File: src/rtl/oc_wired_and_arbiter_pkg.sv
// Shared types and helpers for the open-collector bit-serial arbiter.
// The lowest-set-bit helper works on a fixed-width vector so it can be used for any channel count.
package oc_arb_pkg;

  typedef enum logic [1:0] {
    IDLE = 2'd0,
    ARB  = 2'd1,
    DONE = 2'd2
  } arb_state_e;

  localparam int MAX_CH = 64;

  // Two's-complement trick: v & -v isolates the lowest set bit.
  function automatic logic [MAX_CH-1:0] lowest_onehot(input logic [MAX_CH-1:0] v);
    return v & (~v + MAX_CH'(1));
  endfunction

endpackage

File: src/rtl/oc_wired_and_arbiter_if.sv
// Request/result bundle of the wired-AND arbiter.
// The master side issues rounds; the slave side is the arbiter.
interface oc_wired_and_arbiter_if #(
  parameter int N_CH   = 3,
  parameter int WORD_W = 8
);
  logic                   start;
  logic [N_CH-1:0]        req;
  logic [N_CH*WORD_W-1:0] word;
  logic                   busy;
  logic                   line_o;
  logic [N_CH-1:0]        alive;
  logic [N_CH-1:0]        grant;
  logic [WORD_W-1:0]      win_word;
  logic                   done;

  modport master (
    output start, req, word,
    input  busy, line_o, alive, grant, win_word, done
  );

  modport slave (
    input  start, req, word,
    output busy, line_o, alive, grant, win_word, done
  );
endinterface

File: src/rtl/oc_wired_and_arbiter_line.sv
// Open-collector line model: any enabled driver sending 0 pulls the shared line low.
module oc_wired_and #(
  parameter int N = 3
) (
  input  logic [N-1:0] drive,
  input  logic [N-1:0] en,
  output logic         line
);
  assign line = &(drive | ~en);
endmodule

File: src/rtl/oc_wired_and_arbiter.sv
// Bit-serial arbiter over a shared wired-AND line, MSB first; lowest word wins,
// ties resolved toward the lowest channel index.
module oc_wired_and_arbiter
  import oc_arb_pkg::*;
#(
  parameter  int N_CH   = 3,
  parameter  int WORD_W = 8,
  localparam int CNT_W  = $clog2(WORD_W + 1)
) (
  input  logic                  clk,
  input  logic                  rst_n,
  oc_wired_and_arbiter_if.slave bus
);

  arb_state_e        state_reg, state_next;
  logic [CNT_W-1:0]  bit_cnt_reg;
  logic [N_CH-1:0]   alive_reg;
  logic [N_CH-1:0]   msb;
  logic [WORD_W-1:0] win_word_reg;
  logic              line_reg;
  logic              line;
  logic              load;
  logic              last_bit;
  logic [MAX_CH-1:0] grant_wide;
  logic              unused_grant_hi;

  assign load     = (state_reg == IDLE) && bus.start && (|bus.req);
  assign last_bit = (bit_cnt_reg == CNT_W'(WORD_W - 1));

  always_ff @(posedge clk or negedge rst_n) begin
    if (!rst_n) state_reg <= IDLE;
    else        state_reg <= state_next;
  end

  always_comb begin
    state_next = state_reg;
    unique case (state_reg)
      IDLE:    if (load) state_next = ARB;
      ARB:     if (last_bit) state_next = DONE;
      DONE:    state_next = IDLE;
      default: state_next = IDLE;
    endcase
  end

  // Each channel shifts its latched word out MSB first while the round runs.
  for (genvar gi = 0; gi < N_CH; gi++) begin : g_ch
    logic [WORD_W-1:0] sh_reg;

    always_ff @(posedge clk or negedge rst_n) begin
      if (!rst_n)                 sh_reg <= '0;
      else if (load)              sh_reg <= bus.word[gi*WORD_W +: WORD_W];
      else if (state_reg == ARB)  sh_reg <= sh_reg << 1;
    end

    assign msb[gi] = sh_reg[WORD_W-1];
  end

  // Dropped-out channels are disabled, which is the same as releasing the line.
  oc_wired_and #(.N(N_CH)) u_line (
    .drive (msb),
    .en    (alive_reg),
    .line  (line)
  );

  always_ff @(posedge clk or negedge rst_n) begin
    if (!rst_n) begin
      alive_reg    <= '0;
      bit_cnt_reg  <= '0;
      win_word_reg <= '0;
      line_reg     <= 1'b0;
    end else if (load) begin
      alive_reg   <= bus.req;
      bit_cnt_reg <= '0;
    end else if (state_reg == ARB) begin
      // A channel that released the line but sees it low has lost.
      alive_reg    <= alive_reg & ~(msb & {N_CH{~line}});
      win_word_reg <= (win_word_reg << 1) | WORD_W'(line);
      line_reg     <= line;
      bit_cnt_reg  <= bit_cnt_reg + 1'b1;
    end
  end

  assign grant_wide      = lowest_onehot(MAX_CH'(alive_reg));
  assign unused_grant_hi = ^grant_wide[MAX_CH-1:N_CH];

  assign bus.busy     = (state_reg != IDLE);
  assign bus.done     = (state_reg == DONE);
  assign bus.grant    = (state_reg == DONE) ? grant_wide[N_CH-1:0] : '0;
  assign bus.alive    = alive_reg;
  assign bus.win_word = win_word_reg;
  assign bus.line_o   = line_reg;

endmodule

File: src/flat_wrapper.sv
// flat-port wrapper written by rule: the top's interface ports become plain ports
module oc_wired_and_arbiter_flat import oc_arb_pkg::*;
#(
  parameter  int N_CH   = 3,
  parameter  int WORD_W = 8,
  localparam int CNT_W  = $clog2(WORD_W + 1)
)
  (clk, rst_n, bus_start, bus_req, bus_word, bus_busy, bus_line_o, bus_alive, bus_grant, bus_win_word, bus_done);
  oc_wired_and_arbiter_if #(.N_CH(N_CH), .WORD_W(WORD_W)) bus_i ();
  input  logic clk;
  input  logic rst_n;
  input wire logic [$bits(bus_i.start)-1:0] bus_start;
  input wire logic [$bits(bus_i.req)-1:0] bus_req;
  input wire logic [$bits(bus_i.word)-1:0] bus_word;
  output wire logic [$bits(bus_i.busy)-1:0] bus_busy;
  output wire logic [$bits(bus_i.line_o)-1:0] bus_line_o;
  output wire logic [$bits(bus_i.alive)-1:0] bus_alive;
  output wire logic [$bits(bus_i.grant)-1:0] bus_grant;
  output wire logic [$bits(bus_i.win_word)-1:0] bus_win_word;
  output wire logic [$bits(bus_i.done)-1:0] bus_done;
  assign bus_i.start = bus_start;
  assign bus_i.req = bus_req;
  assign bus_i.word = bus_word;
  assign bus_busy = bus_i.busy;
  assign bus_line_o = bus_i.line_o;
  assign bus_alive = bus_i.alive;
  assign bus_grant = bus_i.grant;
  assign bus_win_word = bus_i.win_word;
  assign bus_done = bus_i.done;
  oc_wired_and_arbiter #(.N_CH(N_CH), .WORD_W(WORD_W)) u_core (.clk(clk), .rst_n(rst_n), .bus(bus_i));
endmodule
File: config.mk
export PLATFORM = sky130hd
export DESIGN_NAME = oc_wired_and_arbiter_flat
export DESIGN_NICKNAME = d
export VERILOG_FILES = /design/src/rtl/oc_wired_and_arbiter_pkg.sv /design/src/rtl/oc_wired_and_arbiter_if.sv /design/src/rtl/oc_wired_and_arbiter_line.sv /design/src/rtl/oc_wired_and_arbiter.sv /design/src/flat_wrapper.sv
export SDC_FILE = /design/constraint.sdc
export NUM_CORES = 1
export LEC_CHECK = 0
export CAP_MARGIN = 20
export CELL_PAD_IN_SITES_DETAIL_PLACEMENT = 1
export CELL_PAD_IN_SITES_GLOBAL_PLACEMENT = 1
export CORE_UTILIZATION = 39
export CTS_BUF_LIST = sky130_fd_sc_hd__clkbuf_4 sky130_fd_sc_hd__clkbuf_8
export CTS_CLUSTER_SIZE = 8
export DETAILED_ROUTE_END_ITERATION = 8
export MAX_ROUTING_LAYER = met4
export PLACE_DENSITY_LB_ADDON = 0.1
export REMOVE_ABC_BUFFERS = 1
export SLEW_MARGIN = 20
export SYNTH_ARGS = -nofsm -noshare
export SYNTH_HDL_FRONTEND = slang
export SYNTH_SLANG_ARGS = --single-unit
File: constraint.sdc
create_clock -name clk -period 2.26 [get_ports clk]
set_clock_uncertainty 0.05 [all_clocks]
set_input_delay 0.339 -clock clk [delete_from_list [all_inputs] [get_ports clk]]
set_output_delay 0.339 -clock clk [all_outputs]
set_load 0.005 [all_outputs]
==> flow_metrics.tcl <==
set metrics [dict create \
    ioPinCount 47 \
    synth_top_cell_area_share_pct 55.82 \
    maxSlewHeadroom_pct 60.07 \
    synthFlopType "dfrtp_1" \
    rr_worst_depth 4 \
    post-cts-setup-buffers 0 \
    worst_skew_pair.late_latency_ps 290 \
    cp.required_ps 1870 \
    dpl.cell_count 260 \
    cts_tree "done" \
    slew_violations 0 \
    rows 24 \
    tightest_slew_ps 598.9 \
    grt_max_degree 42 \
    gr-total-overflow 0 \
    synth_edf_count 0 \
    holdWs_ps 424.6 \
    ys_seq_area_share_pct 55.82 \
    start_kind "flop" \
    fmax_mhz 470.9 \
    synth_top_cell_by_area "dfrtp_1" \
    viasPerCell 5.602 \
    die_x_um 70.65 \
    r2r_start "u_core.state_reg[0]" \
    period_needed_ps 2124 \
    ys_types 31 \
    rsz0062_at_grt "false" \
    r2r_setup_slack_ps 520 \
    worstPathMaxFanout 6 \
    crit_start "u_core.state_reg[0]" \
    cp-end-kind "output port" \
    chipHeight_um 70.65 \
    yosys.area_share.simple_pct 20.97 \
    finalNonFillerCells 269 \
    first_pass_iters 6 \
    ant_nets 0 \
    cts_sinks 41 \
    ys_seq_elements 41 \
    portBuffers 46 \
    drive_above_1_share_pct 10.60 \
    syn_avg_cell_area_um2 11.07 \
    syn_inst 166 \
    yosys-mux-area-fraction_pct 0.5446 \
    antenna_found_initial 0 \
    setup_violations 0 \
    cts_made_buffers 5 \
    path_clk_slew_ps 80 \
    htree_levels 2 \
    initial_core_util_pct 41.36 \
    area_growth_syn_to_layout_pct 33.76 \
    synth-compound-area-share_pct 17.02 \
    grt_pass1_vias 1604 \
    criticalPathCategory "reg2out" \
    worstPathArrival_ps 1730 \
    nNetsFinal 247 \
    drt_iter0_markers 51 \
    status "complete, but fails checks" \
    synth.top_cells.by_area "dfrtp_1 (56%), a221o_1 (11%), and2_1 (7.1%), nand2_1 (6.1%), buf_6 (1.8%)" \
    ir_worst_vdd_v 0.0004849 \
    clockRootBuffer "clkbuf_8" \
    synthMostInstantiatedCell "dfrtp_1" \
    regToRegEndpoint "u_core.bus.alive[0]" \
    yosys_warnings 0 \
    violations "design-rule violations" \
    yosys-top-cells-count "dfrtp_1 (41), nand2_1 (30), and2_1 (21), a221o_1 (20), o21ai_0 (6)" \
    grt_pass1_wl_um 7783 \
    async_flop_share_pct 100.0 \
    cap_violations 0 \
    vias 1507 \
    synth_top_family_by_area "simple AND/OR/NAND/NOR gates" \
    leakagePower_nw 1.082 \
    critPathCapture "bus_grant[2]" \
    largest_reg_flops 24 \
    synthXorXnorAreaFrac_pct 0.9530 \
    hold_viol_final 0 \
    gp_congestion 0.8766 \
    holdCritPathClass "reg2reg" \
    syn_area_um2 1838 \
    powerDensity_nw_per_um2 1234 \
    drc 10 \
    diodes 0 \
    fin_util_pct 55.32 \
    dieArea_um2 4991 \
    drt_wl_total_um 4559 \
    core_region_area_um2 4444 \
    wl_per_cell_um 16.95 \
    dp_hpwl_um 3236 \
    grt.total_usage_pct 20.79 \
    min_period_over_period_pct 93.97 \
    yosys.area_share.adder_pct 0.6807 \
    clk_path_buf_depth 2 \
]
## per-layer routing
metal / wire [um] / GRT usage, %
met5: 0 / -
met4: 74 / 8.222
met3: 226 / 4.986
met2: 2208 / 33.66
met1: 2050 / 25.26
## repair_timing
| item | CTS | global route |
|---|---|---|
| hold buffers | 1 | 0 |
| endpoints found under the hold margin | 41 | 0 |
| setup endpoints to repair | 0 | 1 |
| resized for setup | 0 | 3 |
## metrics by stage
stage                     power, mW  setup TNS, ps  worst slack (ps)  instance area, um^2
final                         3.033              0             136.4                 2459
after global routing          3.259              0             31.10                 2459
after CTS                     3.063              0             18.83                 2449
after detailed placement      2.581              0             155.8                 2352
after global placement        2.478              0             209.3                 2352
after floorplan               1.964          -4324            -216.2                 1764
## cells in the final DEF (no fill, tap or decap), types with 2 or more instances in the layout
cell,Yosys,final
a21oi_1,3,3
a221o_1,20,20
a32o_1,2,2
and2_1,21,21
buf_4,1,6
clkbuf_8,0,5
clkdlybuf4s50_1,0,45
clkinv_2,0,2
dfrtp_1,41,40
nand2_1,30,30
nand3_1,5,5
nor2_1,2,2
nor2b_1,5,3
nor2b_2,0,2
o211ai_1,3,3
o21ai_0,6,6
or3_1,2,2
## where the power goes
| group | internal [mW] | switching, mW |
|---|---|---|
| clock | 0.213 | 0.261 |
| sequential | 1.05 | 0.238 |
| combinational | 0.686 | 0.582 |
## how the worst min path moves through the flow
| stage | startpoint | to | cells after the start |
|---|---|---|---|
| 2_1_floorplan | rst_n | u_core.bit_cnt_reg[0] | 0 |
| 3_3_place_gp | rst_n | u_core.bus.win_word[3] | 2 |
| 3_5_place_dp | rst_n | u_core.bus.win_word[2] | 2 |
| 4_1_cts | u_core.bit_cnt_reg[3] | u_core.state_reg[1] | 1 |
| 5_1_grt | u_core.bit_cnt_reg[3] | u_core.state_reg[1] | 1 |
| 6_report | u_core.bit_cnt_reg[3] | u_core.state_reg[1] | 1 |
## critical path: stages (launching register included)
cell,delay [ps]
dfrtp_1,450
nor2b_2,210
nor4bb_2,240
clkdlybuf4s50_1,540
## kinds of logic after synthesis
group	count (synthesis)
compound gates	37
xor+xnor	2
fa+ha+maj	1
buf+inv	11
flops	41
mux	1
simple gates	73
## cell type report
class / count / area (um^2)
well taps: 52 / 65.06
clock inverters: 3 / 17.52
multi-input cells: 114 / 749.5
clock buffers: 5 / 68.82
flip-flops and latches: 41 / 1027
repair buffers: 54 / 530.5
fillers: 480 / 1986
Note: power is estimated with default switching activity, not from simulation.
